==> src/rtl/mux_sel_sequencer_pkg.sv <==
// Shared definitions for the mux select sequencer.
//   NCH    : number of mux channels (fixed by the 2-bit select)
//   SEL_W  : width of the select / channel index
//   state_e: sequencer FSM state encoding
package mux_sel_sequencer_pkg;

  localparam int unsigned NCH   = 4;
  localparam int unsigned SEL_W = 2;

  typedef enum logic [1:0] {
    StIdle   = 2'd0,
    StSettle = 2'd1,
    StSample = 2'd2,
    StDone   = 2'd3
  } state_e;

endpackage

==> src/rtl/mux_sel_sequencer_if.sv <==
// Bus between the scan controller and its user / the 4:1 mux.
//   start   : request one scan frame (user -> sequencer)
//   en_mask : channel enable bits (user -> sequencer)
//   dwell   : extra settle cycles per channel (user -> sequencer)
//   mux_o   : mux output fed back (mux -> sequencer)
//   s       : registered mux select (sequencer -> mux)
//   sample  : frame result, bit k = channel k (sequencer -> user)
//   valid   : one-cycle frame-complete pulse (sequencer -> user)
//   busy    : sequencer not idle (sequencer -> user)
// master = user/mux side, slave = sequencer side.
interface mux_sel_sequencer_if
  import mux_sel_sequencer_pkg::*;
#(
  parameter int unsigned DW = 4
) ();

  logic             start;
  logic [NCH-1:0]   en_mask;
  logic [DW-1:0]    dwell;
  logic             mux_o;
  logic [SEL_W-1:0] s;
  logic [NCH-1:0]   sample;
  logic             valid;
  logic             busy;

  modport master (
    output start,
    output en_mask,
    output dwell,
    output mux_o,
    input  s,
    input  sample,
    input  valid,
    input  busy
  );

  modport slave (
    input  start,
    input  en_mask,
    input  dwell,
    input  mux_o,
    output s,
    output sample,
    output valid,
    output busy
  );

endinterface

==> src/rtl/mux_sel_sequencer_next_chan_find.sv <==
// Combinational channel finder for the scan sequencer.
//   mask  : enabled channels
//   cur   : channel currently selected
//   first : 1 = return lowest enabled channel, 0 = lowest enabled channel above cur
//   idx   : channel found (0 when none)
//   found : a qualifying channel exists
module mux_sel_sequencer_next_chan_find
  import mux_sel_sequencer_pkg::*;
(
  input  logic [NCH-1:0]   mask,
  input  logic [SEL_W-1:0] cur,
  input  logic             first,
  output logic [SEL_W-1:0] idx,
  output logic             found
);

  // Scan from the top down so the last hit is the lowest qualifying index.
  always_comb begin
    idx   = '0;
    found = 1'b0;
    for (int i = NCH - 1; i >= 0; i--) begin
      if (mask[i] && (first || (SEL_W'(i) > cur))) begin
        idx   = SEL_W'(i);
        found = 1'b1;
      end
    end
  end

endmodule

==> src/rtl/mux_sel_sequencer.sv <==
// Scan controller for a 4:1 bit mux: steps the select through the enabled channels in
// ascending order, waits dwell+1 settle cycles per channel, samples the mux output in a
// one-cycle SAMPLE state and presents the assembled 4-bit frame with a one-cycle valid.
//   clk : clock, all state on posedge
//   rst : synchronous active-high reset
//   bus : slave side of mux_sel_sequencer_if (start/en_mask/dwell/mux_o in,
//         s/sample/valid/busy out)
module mux_sel_sequencer
  import mux_sel_sequencer_pkg::*;
#(
  parameter int unsigned DW = 4
) (
  input logic                clk,
  input logic                rst,
  mux_sel_sequencer_if.slave bus
);

  state_e           state_q, state_d;
  logic [SEL_W-1:0] s_q, s_d;
  logic [NCH-1:0]   sample_q, sample_d;
  logic [NCH-1:0]   mask_q, mask_d;
  logic [DW-1:0]    dwell_q, dwell_d;
  logic [DW-1:0]    cnt_q, cnt_d;

  logic [NCH-1:0]   find_mask;
  logic             find_first;
  logic [SEL_W-1:0] find_idx;
  logic             find_found;

  // In IDLE the frame has not been latched yet, so search the live enable mask.
  assign find_first = (state_q == StIdle);
  assign find_mask  = find_first ? bus.en_mask : mask_q;

  mux_sel_sequencer_next_chan_find u_find (
    .mask  (find_mask),
    .cur   (s_q),
    .first (find_first),
    .idx   (find_idx),
    .found (find_found)
  );

  always_comb begin
    state_d  = state_q;
    s_d      = s_q;
    sample_d = sample_q;
    mask_d   = mask_q;
    dwell_d  = dwell_q;
    cnt_d    = cnt_q;

    unique case (state_q)
      StIdle: begin
        if (bus.start) begin
          mask_d   = bus.en_mask;
          dwell_d  = bus.dwell;
          sample_d = '0;
          if (find_found) begin
            state_d = StSettle;
            s_d     = find_idx;
            cnt_d   = bus.dwell;
          end else begin
            state_d = StDone;
          end
        end
      end
      StSettle: begin
        // Count down to zero rather than up to dwell so all-ones never wraps.
        if (cnt_q != '0) begin
          cnt_d = cnt_q - DW'(1);
        end else begin
          state_d = StSample;
        end
      end
      StSample: begin
        sample_d[s_q] = bus.mux_o;
        if (find_found) begin
          state_d = StSettle;
          s_d     = find_idx;
          cnt_d   = dwell_q;
        end else begin
          state_d = StDone;
        end
      end
      StDone: begin
        state_d = StIdle;
      end
      default: begin
        state_d = StIdle;
      end
    endcase
  end

  always_ff @(posedge clk) begin
    if (rst) begin
      state_q  <= StIdle;
      s_q      <= '0;
      sample_q <= '0;
      mask_q   <= '0;
      dwell_q  <= '0;
      cnt_q    <= '0;
    end else begin
      state_q  <= state_d;
      s_q      <= s_d;
      sample_q <= sample_d;
      mask_q   <= mask_d;
      dwell_q  <= dwell_d;
      cnt_q    <= cnt_d;
    end
  end

  assign bus.s      = s_q;
  assign bus.sample = sample_q;
  assign bus.valid  = (state_q == StDone);
  assign bus.busy   = (state_q != StIdle);

endmodule

==> src/flat_wrapper.sv <==
// flat-port wrapper written by rule: the top's interface ports become plain ports
module mux_sel_sequencer_flat import mux_sel_sequencer_pkg::*;
#(
  parameter int unsigned DW = 4
)
  (clk, rst, bus_start, bus_en_mask, bus_dwell, bus_mux_o, bus_s, bus_sample, bus_valid, bus_busy);
  mux_sel_sequencer_if #(.DW(DW)) bus_i ();
  input logic clk;
  input logic rst;
  input wire logic [$bits(bus_i.start)-1:0] bus_start;
  input wire logic [$bits(bus_i.en_mask)-1:0] bus_en_mask;
  input wire logic [$bits(bus_i.dwell)-1:0] bus_dwell;
  input wire logic [$bits(bus_i.mux_o)-1:0] bus_mux_o;
  output wire logic [$bits(bus_i.s)-1:0] bus_s;
  output wire logic [$bits(bus_i.sample)-1:0] bus_sample;
  output wire logic [$bits(bus_i.valid)-1:0] bus_valid;
  output wire logic [$bits(bus_i.busy)-1:0] bus_busy;
  assign bus_i.start = bus_start;
  assign bus_i.en_mask = bus_en_mask;
  assign bus_i.dwell = bus_dwell;
  assign bus_i.mux_o = bus_mux_o;
  assign bus_s = bus_i.s;
  assign bus_sample = bus_i.sample;
  assign bus_valid = bus_i.valid;
  assign bus_busy = bus_i.busy;
  mux_sel_sequencer #(.DW(DW)) u_core (.clk(clk), .rst(rst), .bus(bus_i));
endmodule
==> config.mk <==
export PLATFORM = sky130hd
export DESIGN_NAME = mux_sel_sequencer_flat
export DESIGN_NICKNAME = d
export VERILOG_FILES = /design/src/rtl/mux_sel_sequencer_pkg.sv /design/src/rtl/mux_sel_sequencer_if.sv /design/src/rtl/mux_sel_sequencer_next_chan_find.sv /design/src/rtl/mux_sel_sequencer.sv /design/src/flat_wrapper.sv
export SDC_FILE = /design/constraint.sdc
export NUM_CORES = 1
export LEC_CHECK = 0
export ABC_CLOCK_PERIOD_IN_PS = 2400
export CORE_UTILIZATION = 50
export CTS_BUF_LIST = sky130_fd_sc_hd__clkbuf_8 sky130_fd_sc_hd__clkbuf_16
export DETAILED_ROUTE_END_ITERATION = 12
export PLACE_DENSITY = 0.89
export SYNTH_ARGS = -nofsm -noshare
export SYNTH_HDL_FRONTEND = slang
export SYNTH_SLANG_ARGS = --single-unit
==> constraint.sdc <==
create_clock -name clk -period 2.4 [get_ports clk]
set_clock_uncertainty 0.15 [all_clocks]
set_input_delay 0.72 -clock clk [delete_from_list [all_inputs] [get_ports clk]]
set_output_delay 0.72 -clock clk [all_outputs]
set_load 0.1 [all_outputs]
Word level (Yosys, flattened, before mapping)
Index checks and enable logic that the tools add are counted.

word-level totals
  bits in registers = 20
  latch bits = 0
  memory bits (writable) = 0
  memory bits (read-only) = 0
  output and inout port bits = 8
  memories kept = 0

operators by class
  add/subtract/negate cells = 1
  multiply operators = 0
  divide/modulo/power cells = 0
  $lt $le $gt $ge = 6
  eq/ne operators = 8
  shift-type cells = 0
  muxes and demuxes = 26
  bitwise gates (word level) = 0
  reduce and logical (&&, ||, !) cells = 18

operators by type and width
  operator                                                                         number
  4-bit two-way mux                                                                6
  2-bit two-way mux                                                                9
  4-bit case mux with 3 select lines                                               1
  2-bit case mux with 4 select lines                                               1
  4-bit case mux with 2 select lines                                               1
  2-bit != test (second input constant)                                            3
  2-bit AND reduction                                                              3
  1-bit logical AND                                                                5
  1-bit two-way mux                                                                5
  5-bit AND reduction                                                              1
  4-bit bitwise mux                                                                1
  2-bit == test (second input constant)                                            2
  1-bit by 2-bit greater-than comparator with 1-bit output (first input constant)  2
  2-bit greater-than comparator (first input constant)                             2
  1-bit logical OR                                                                 4
  2-bit by 1-bit != test with 1-bit output (second input constant)                 2
  2-bit case mux with 2 select lines                                               1
  2-bit nonzero test                                                               2
  4-bit nonzero test                                                               1
  4-bit by 1-bit subtractor with 4-bit output (second input constant)              1
  2-bit by 3-bit less-than comparator with 1-bit output (second input constant)    1
  3-bit nonzero test                                                               1
  1-bit demux with 2-bit select                                                    1
  2-bit by 1-bit == test with 1-bit output (second input constant)                 1
  other kinds (2)                                                                  2

Longest topological paths before layout
Gate-level depths: netlist of the first run.

  depth in word-level cells = 10
  mapped depth = 7
  mapped depth without buffers = 6

Modules after synthesis
Synthesis of the first run repeated with hierarchy kept, for this count alone.

unflattened totals
  cell total of the unflattened synthesis = 151
  area total of the unflattened synthesis = 1231.2 µm²

modules (own cells, without submodules)
  module                            instances  cells an instance  area an instance (µm²)
  mux_sel_sequencer                 1          136                1143.6
  mux_sel_sequencer_next_chan_find  1          15                 87.6

Least setup slack after synthesis of the first run
OpenSTA, ideal clock, no wires.

  path type = reg-to-reg
  start = register u_core.s_q[1] (netlist: u_core.bus.s[1])
  end = register u_core.cnt_q[0]
  data arrival time = 2090 ps
  required time = 2178 ps
  setup slack = 88 ps
  cell stages (with the launch flop) = 5
  path buffers = 0
  cells stage by stage = dfxtp_1 -> nand2b_1 -> a222oi_1 -> a31o_4 -> mux2i_1

between the ends
  longest elaborated chain between the ends = 9

ends and longest elaborated chain
  element                                                                              RTL line                                source
  start, declared                                                                      mux_sel_sequencer.sv:19                 logic [SEL_W-1:0] s_q, s_d;
  start signal, assigned                                                               mux_sel_sequencer.sv:95                 s_q <= '0;
  start signal, assigned                                                               mux_sel_sequencer.sv:102                s_q <= s_d;
  2-bit greater-than comparator                                                        mux_sel_sequencer_next_chan_find.sv:22  if (mask[i] && (first || (SEL_W'(i) > cur))) begin
  1-bit logical OR                                                                     mux_sel_sequencer_next_chan_find.sv:22
  1-bit logical AND                                                                    mux_sel_sequencer_next_chan_find.sv:22
  1-bit two-way mux (3 in series)                                                      mux_sel_sequencer_next_chan_find.sv:22
  1-bit two-way mux *                                                                  mux_sel_sequencer_next_chan_find.sv:22
  2-bit != test (no line) or 2-bit by 1-bit != test with 1-bit output (tied branches)  -
  5-bit AND reduction (no line) *                                                      -
  end signal, assigned                                                                 mux_sel_sequencer.sv:106                cnt_q <= cnt_d;
  end, declared                                                                        mux_sel_sequencer.sv:23                 logic [DW-1:0] cnt_q, cnt_d;

Mark *: on every way between the ends. The rest lies on a longest branch, timed or not.
A chain may end at the register's enable or synchronous reset.

Final worst setup path of the first run
  start = input port bus_en_mask[2]
  end = register u_core.cnt_q[0]

between the ends
  longest elaborated chain between the ends = 7

ends and longest elaborated chain
  element                                                                              RTL line                                source
  start, declared                                                                      flat_wrapper.sv:11                      input wire logic [$bits(bus_i.en_mask)-1:0] bus_en_mask;
  4-bit two-way mux *                                                                  mux_sel_sequencer.sv:32                 assign find_mask = find_first ? bus.en_mask : mask_q;
  1-bit logical AND *                                                                  mux_sel_sequencer_next_chan_find.sv:22
  1-bit two-way mux * (3 in series)                                                    mux_sel_sequencer_next_chan_find.sv:22
  2-bit != test (no line) or 2-bit by 1-bit != test with 1-bit output (tied branches)  -
  5-bit AND reduction (no line) *                                                      -

Marks and branches as above.

==> metrics.yaml, run 1 <==
route:
  drtPass1Iterations: 4
  drc: 0
  routed_via_density: 6.00
  ant_nets: 0
  routedWlPerCell_um: 14.8
  vias: 1098
  first_iter_violations: 49
  wl_um: 2710
clock_network:
  cts-root-buf: "clkbuf_8"
  cts_tree: "yes"
  clkSlewWorstSetupHoldPaths_ns: 0.07
  clock_sinks: 19
  hold_buffers: 0
  cts_setup_buffers: 0
  htree_levels: 1
  clk_latency_ns: 0.25
  clockBufferDepth: 2
  cts_made_buffers: 3
synthesis:
  syn_nets: 153
  synth_adder_area_share_pct: 7.99
  syn-cell-area_um2: 1100
  syn_inst: 134
  synth_top_area_share_pct: 34.7
  dominantRegCellSynth: "dfxtp_1"
  synthMuxAreaShare_pct: 6.85
  yosysTopAreaCell: "dfxtp_1"
  seq_area_frac_synth_pct: 34.7
  synth_seq_cells: 19
  synth_compound_area_share_pct: 25.3
  async_flop_share_pct: 0
  synth.area.top_cells: "dfxtp_1 35%, ha_1 8.0%, a21oi_1 6.8%"
  post_synth_and_or_nand_nor_area_fraction_pct: 18.2
  avgSynthCellArea_um2: 8.18
  synth_edf_count: 0
  synth_top_family_by_area: "compound AO/OA/AOI/OAI gates"
  synthXorXnorAreaFrac_pct: 0.799
  yosysUniqueCellTypes: 35
  synth_warnings: 0
die:
  die_x_um: 48.8
  row_count: 16
  start_util_pct: 54.7
  die_h_um: 48.8
  die_area_um2: 2380
  ioPinCount: 20
  core-area_um2: 2000
setup_path:
  arrival_ns: 2.30
  max_stage_delay_ns: 0.43
  setup.worst_path.start_class: "primary input"
  cp-end-kind: "flip-flop"
  crit_slowest_cell: "clkdlybuf4s50_1"
  crit_path_max_fanout: 4
  worst_ep_required_time_ns: 2.43
  critPathKind: "in -> reg"
  path_cells: "clkdlybuf4s50_1 -> mux2_4 -> a222oi_1 -> buf_4 -> a31o_4 -> mux2i_1"
placement:
  gp_congestion: 0.841
  dp.cells: 179
  io_buffers: 19
  place_hpwl_um: 2010
  pre_cts_slack_ns: -0.147
power_and_ir_drop:
  powerDensity_nw_per_um2: 1420
  ir_drop_mv: 0.874
  power.leakage_nw: 0.554
global_routing:
  grt_pass1_vias: 1090
  grt_max_degree: 14
  grt_pass1_wl_um: 4600
  grt_usage_pct: 24.6
  gr-total-overflow: 0
  antenna_found_initial: 0
timing:
  period_needed_ns: 2.27
  tightest_slew_ns: 0.536
  maxSlewViolCount: 0
  setup_viol: 0
  layout_setup_ws_ns: 0.129
  hold_ws_ns: 0.314
  maxSlewHeadroom_pct: 64.3
  max_freq_mhz: 440
  hold_viol: 0
  fin_tns_setup_ns: 0
  finalCritPeriodShare_pct: 94.6
  rsz0062_at_grt: "no"
flow_run:
  cap_violations: 0
run_status:
  outcome: "complete, no violations"
final_layout:
  syn2layout_area_growth_pct: 28.2
  fin_cells: 183
  n_fill_cell: 164
  nets: 176
  drive_gt1_share_pct: 13.5
  antenna_cells: 0
hold_path:
  hold_class: "reg -> reg"
-- cells in the mapped netlist (2+ instances only) --
| library cell | instances |
|---|---|
| o21a_1 | 2 |
| nor3_1 | 2 |
| o211ai_1 | 6 |
| clkbuf_1 | 4 |
| mux2i_1 | 6 |
| o21ai_0 | 5 |
| nand3_1 | 9 |
| nor2_1 | 7 |
| dfxtp_1 | 19 |
| inv_1 | 9 |
| a32oi_1 | 2 |
| ha_1 | 7 |
| a21oi_1 | 15 |
| nand2_1 | 20 |
-- power breakdown --
group / leakage [nW] / total, mW / internal, mW / switching, mW
combinational: 0.371 / 1.30 / 0.530 / 0.767
sequential: 0.156 / 0.487 / 0.393 / 0.0942
clock: 0.0269 / 0.218 / 0.114 / 0.104
-- sequential cells by signal (all words and copies together), names as in the netlist --
name / cells
u_core.dwell_q: 4
u_core.state_q: 2
u_core.bus.sample: 4
u_core.mask_q: 3
u_core.bus.s: 2
u_core.cnt_q: 4
-- cell type report --
type                    count  area [um2]  area share [%]
flip-flops and latches     19         380            27.1
repair buffers             24         258            18.3
clock buffers               3        41.3            2.94
clock inverters             1        3.75           0.267
multi-input cells          99         651            46.3
inverters                  10        37.5            2.67
well taps                  27        33.8            2.40
-- cell families after synthesis --
family,count (synthesis)
and+or+nand+nor,44
adders and majority gates,7
DFF,19
buffers and inverters,16
AOI/OAI and AO/OA,40
xor gates and xnor gates,1
muxes,7
-- metal layers --
layer	vias to the layer above	track usage [%]	routed length, um	part of all wire [%]
li1	522	-	-	-
met1	523	28.2	1090	40
met2	47	44.2	1400	52
met3	6	3.74	185	6.8
met4	0	11.8	27	1.0
met5	-	0	0	0
-- what timing repair did --
item,4_1_cts,5_1_grt
endpoints found under the setup margin,0,1
endpoints found under the hold margin,0,0
resized for setup,0,1
-- cell usage in the layout (no fill, tap or decap), types with 2 or more instances in the layout --
cell type / n
o21a_1: 2
nor3_1: 2
buf_12: 4
nand2_1: 20
clkdlybuf4s50_1: 11
o21ai_0: 5
dfxtp_1: 19
nand3_1: 9
a21oi_1: 15
o211ai_1: 6
clkbuf_8: 3
a32oi_1: 2
nor2_1: 7
inv_1: 10
mux2i_1: 6
ha_1: 6
buf_4: 9
-- worst max-delay path, delay by kind of cell --
kind / cells / cell delay, ns
buffers and inverters: 2 / 0.62
multiplexers: 2 / 0.47
AO/OA/AOI/OAI: 2 / 0.49
-- through the flow --
step | instance area, um2 | util [%] | total power [mW]
after floorplan | 1100 | - | 1.40
after global placement | 1360 | 67.8 | 1.72
after detailed placement | 1360 | 67.8 | 1.76
after CTS | 1400 | 70.1 | 1.98
after global routing | 1410 | 70.2 | 2.11
final | 1410 | 70.2 | 2.00
-- path summary, 6_finish.rpt --
check                         start               end  slack, ns  cells after the start
setup / recovery     bus_en_mask[2]   u_core.cnt_q[0]       0.13                      6
hold / removal     u_core.mask_q[1]  u_core.mask_q[1]       0.31                      2
setup reg to reg  u_core.state_q[1]   u_core.cnt_q[0]       0.20                      7
hold reg to reg    u_core.mask_q[1]  u_core.mask_q[1]       0.31                      2
No activity file was read; power rests on OpenSTA's default activity.
==> inputs of run 2 (changes only) <==
--- a/config.mk
+++ b/config.mk
@@ -10,6 +10,7 @@
 export CTS_BUF_LIST = sky130_fd_sc_hd__clkbuf_8 sky130_fd_sc_hd__clkbuf_16
 export DETAILED_ROUTE_END_ITERATION = 12
 export PLACE_DENSITY = 0.89
+export SETUP_SLACK_MARGIN = 0.2
 export SYNTH_ARGS = -nofsm -noshare
 export SYNTH_HDL_FRONTEND = slang
 export SYNTH_SLANG_ARGS = --single-unit
==> run 2 against run 1 <==
Clock-buffer cell count unchanged; via count down 3.6%; setup slack better by 0.14 ns; sequential cell count unchanged; register-to-register slack better by 0.06 ns; combinational power up 5%; critical path type is now reg -> reg; hold slack worse by 0.0046 ns; final cell count up 1.1%; global-route usage down 1.5 points; critical endpoint is now u_core.cnt_q[2]; first-iteration DRC count down 2.0%; highest routed layer unchanged; utilization up 1.6 points.
==> metrics.yaml, run 2 (synthesized netlist as in run 1, its figures left out) <==
timing:
  period_needed_ns: 2.14  # -0.135 ns
  maxSlewViolCount: 0  # unchanged
  hold_ws_ns: 0.309  # -0.00463 ns
  layout_setup_ws_ns: 0.264  # +0.135 ns
  max_freq_mhz: 468  # +6.3%
  setup_viol: 0  # unchanged
  fin_tns_setup_ns: 0  # unchanged
  rsz0062_at_grt: "no"
  finalCritPeriodShare_pct: 89.0  # -5.6 points
  tightest_slew_ns: 0.545  # +0.00956 ns
  maxSlewHeadroom_pct: 63.6  # -0.64 points
  hold_viol: 0  # unchanged
hold_path:
  hp-start: "u_core.mask_q[2]"
  worst_hold_path.endpoint: "u_core.mask_q[2]"
  hold_depth: 2  # unchanged
  hold_class: "reg -> reg"
route:
  drtPass1Iterations: 4  # unchanged
  first_iter_violations: 48  # -2.0%
  ant_nets: 0  # unchanged
  vias: 1059  # -3.6%
  drc: 0  # unchanged
  routed_via_density: 5.72  # -4.6%
  wl_um: 2600  # -4.1%
  routedWlPerCell_um: 14.0  # -5.1%
final_layout:
  antenna_cells: 0  # unchanged
  drive_gt1_share_pct: 17.7  # +4.3 points
  fin_cells: 185  # +1.1%
  nets: 178  # +1.1%
  n_fill_cell: 153  # -6.7%
  design_area_um2: 1440  # +2.3%
  final_util_pct: 71.8  # +1.6 points
  syn2layout_area_growth_pct: 31.2
  final_common_cell: "nand2_1"
  final_cell_mix: "20 x nand2_1, 17 x dfxtp_1, 15 x a21oi_1, 11 x buf_4, 10 x clkdlybuf4s50_1"
placement:
  pre_cts_slack_ns: -0.117  # +0.0298 ns
  place_hpwl_um: 1930  # -3.8%
  gp_congestion: 0.868  # +3.1%
  placed_area_um2: 1370  # +1.0%
  io_buffers: 19  # unchanged
  dp.cells: 180  # +0.56%
power_and_ir_drop:
  powerDensity_nw_per_um2: 1450  # +1.5%
  p_clk_share_pct: 10.4  # -0.5 points
  ir_drop_mv: 0.846  # -3.2%
  pwr-share-seq_pct: 23.7  # -0.6 points
  finalPower_mw: 2.08  # +3.8%
  power.leakage_nw: 0.560  # +1.1%
  combPwrFrac_pct: 65.9  # +1.1 points
  power_switching_mw: 0.979  # +1.4%
  p_int_mw: 1.10  # +6.1%
  swShare_pct: 47.1  # -1.1 points
flow_run:
  cap_violations: 0  # unchanged
setup_path:
  setup.worst_path.start_class: "flip-flop"
  arrival_ns: 2.17  # -0.13 ns
  path_cells: "inv_1 -> ha_2 -> mux2_4 -> a222oi_1 -> buf_4 -> a31o_4 -> mux2i_1"
  crit_path_max_fanout: 4  # unchanged
  cp-end-kind: "flip-flop"
  rr_endpoint: "u_core.cnt_q[2]"
  worst_ep_required_time_ns: 2.43  # about the same
  critPathKind: "reg -> reg"
  path_buf_inv: 2  # unchanged
  max_stage_delay_ns: 0.34  # -0.09 ns
  crit_slowest_cell: "dfxtp_1"
  r2r_setup_slack_ns: 0.26  # +0.06 ns
  ff2ff_path_depth: 7  # unchanged
  r2r-start: "u_core.state_q[1]"
  path_delay_family: "multiplexers"
global_routing:
  grt_pass1_wl_um: 4340  # -5.7%
  grt_max_degree: 14  # unchanged
  gr-total-overflow: 0  # unchanged
  grt_pass1_vias: 1019  # -6.5%
  grt_usage_pct: 23.1  # -1.5 points
  antenna_found_initial: 0  # unchanged
die:
  ioPinCount: 20  # unchanged
  die_x_um: 48.8  # unchanged
  die_area_um2: 2380  # unchanged
  start_util_pct: 54.7  # unchanged
  core-area_um2: 2000  # unchanged
  die_h_um: 48.8  # unchanged
  row_count: 16  # unchanged
clock_network:
  cts-root-buf: "clkbuf_8"
  clockBufferDepth: 2  # unchanged
  htree_levels: 1  # unchanged
  clkSlewWorstSetupHoldPaths_ns: 0.07  # about the same
  cts_made_buffers: 3  # unchanged
  clk_latency_ns: 0.25  # about the same
  clock_sinks: 19  # unchanged
  cts_tree: "yes"
run_status:
  outcome: "complete, no violations"
-- run 2: cell types whose count changed in the layout (fill, tap and decap cells not counted) --
cell,before,now
buf_4,9,11
clkdlybuf4s50_1,11,10
clkinvlp_4,0,1
dfxtp_1,19,17
dfxtp_2,0,2
dlygate4sd2_1,0,1
ha_1,6,5
ha_4,0,1
inv_1,10,8
inv_2,0,1
-- run 2: layout make-up --
class	count	area, um2	area share, %
clock buffers	3	41.3	2.87
clock inverters	1	3.75	0.261
inverters	10	41.3	2.87
multi-input cells	99	663	46.1
flip-flops and latches	19	383	26.6
well taps	27	33.8	2.35
repair buffers	26	272	18.9
-- run 2: metal layers --
layer | wire [um] | vias up | track usage, %
met5 | 0 | - | 0
met4 | 13 | 0 | 4.90
met3 | 159 | 2 | 4.05
met2 | 1260 | 40 | 39.6
met1 | 1170 | 491 | 30.2
li1 | - | 526 | -
-- run 2: power groups by stage --
stage               Sequential, mW  Combinational, mW  Clock [mW]
CTS                          0.488               1.35       0.217
global placement             0.488               1.26           0
global route                 0.502               1.46       0.233
detailed placement           0.495               1.29           0
finish                       0.492               1.37       0.217
floorplan                    0.591              0.825           0
-- run 2: worst min-delay path, stage by stage (launching register included) --
cell     delay [ns]
dfxtp_1        0.31
nand2_1        0.05
a21oi_1        0.05
-- run 2: timing repair --
action,CTS,global route
pin swaps,2,0
setup endpoints to repair,6,7
setup buffers,1,0
hold buffers,0,0
gates resized for setup,3,2
-- run 2: worst max path at each step --
stage	depth (start not counted)	from	to
floorplan	7	u_core.state_q[0]	u_core.cnt_q[0]
global placement	6	bus_en_mask[2]	u_core.bus.s[0]
detailed placement	6	bus_en_mask[2]	u_core.cnt_q[2]
CTS	7	u_core.state_q[0]	u_core.cnt_q[2]
global route	7	u_core.state_q[1]	u_core.cnt_q[2]
finish	7	u_core.state_q[1]	u_core.cnt_q[2]
==> inputs of run 3 (changes only) <==
--- a/config.mk
+++ b/config.mk
@@ -8,6 +8,7 @@
 export ABC_CLOCK_PERIOD_IN_PS = 2400
 export CORE_UTILIZATION = 50
 export CTS_BUF_LIST = sky130_fd_sc_hd__clkbuf_8 sky130_fd_sc_hd__clkbuf_16
+export CTS_CLUSTER_DIAMETER = 50
 export DETAILED_ROUTE_END_ITERATION = 12
 export PLACE_DENSITY = 0.89
 export SETUP_SLACK_MARGIN = 0.2
==> results of run 3 <==
No change in the layout: final DEF, timing and power equal those of run 2.
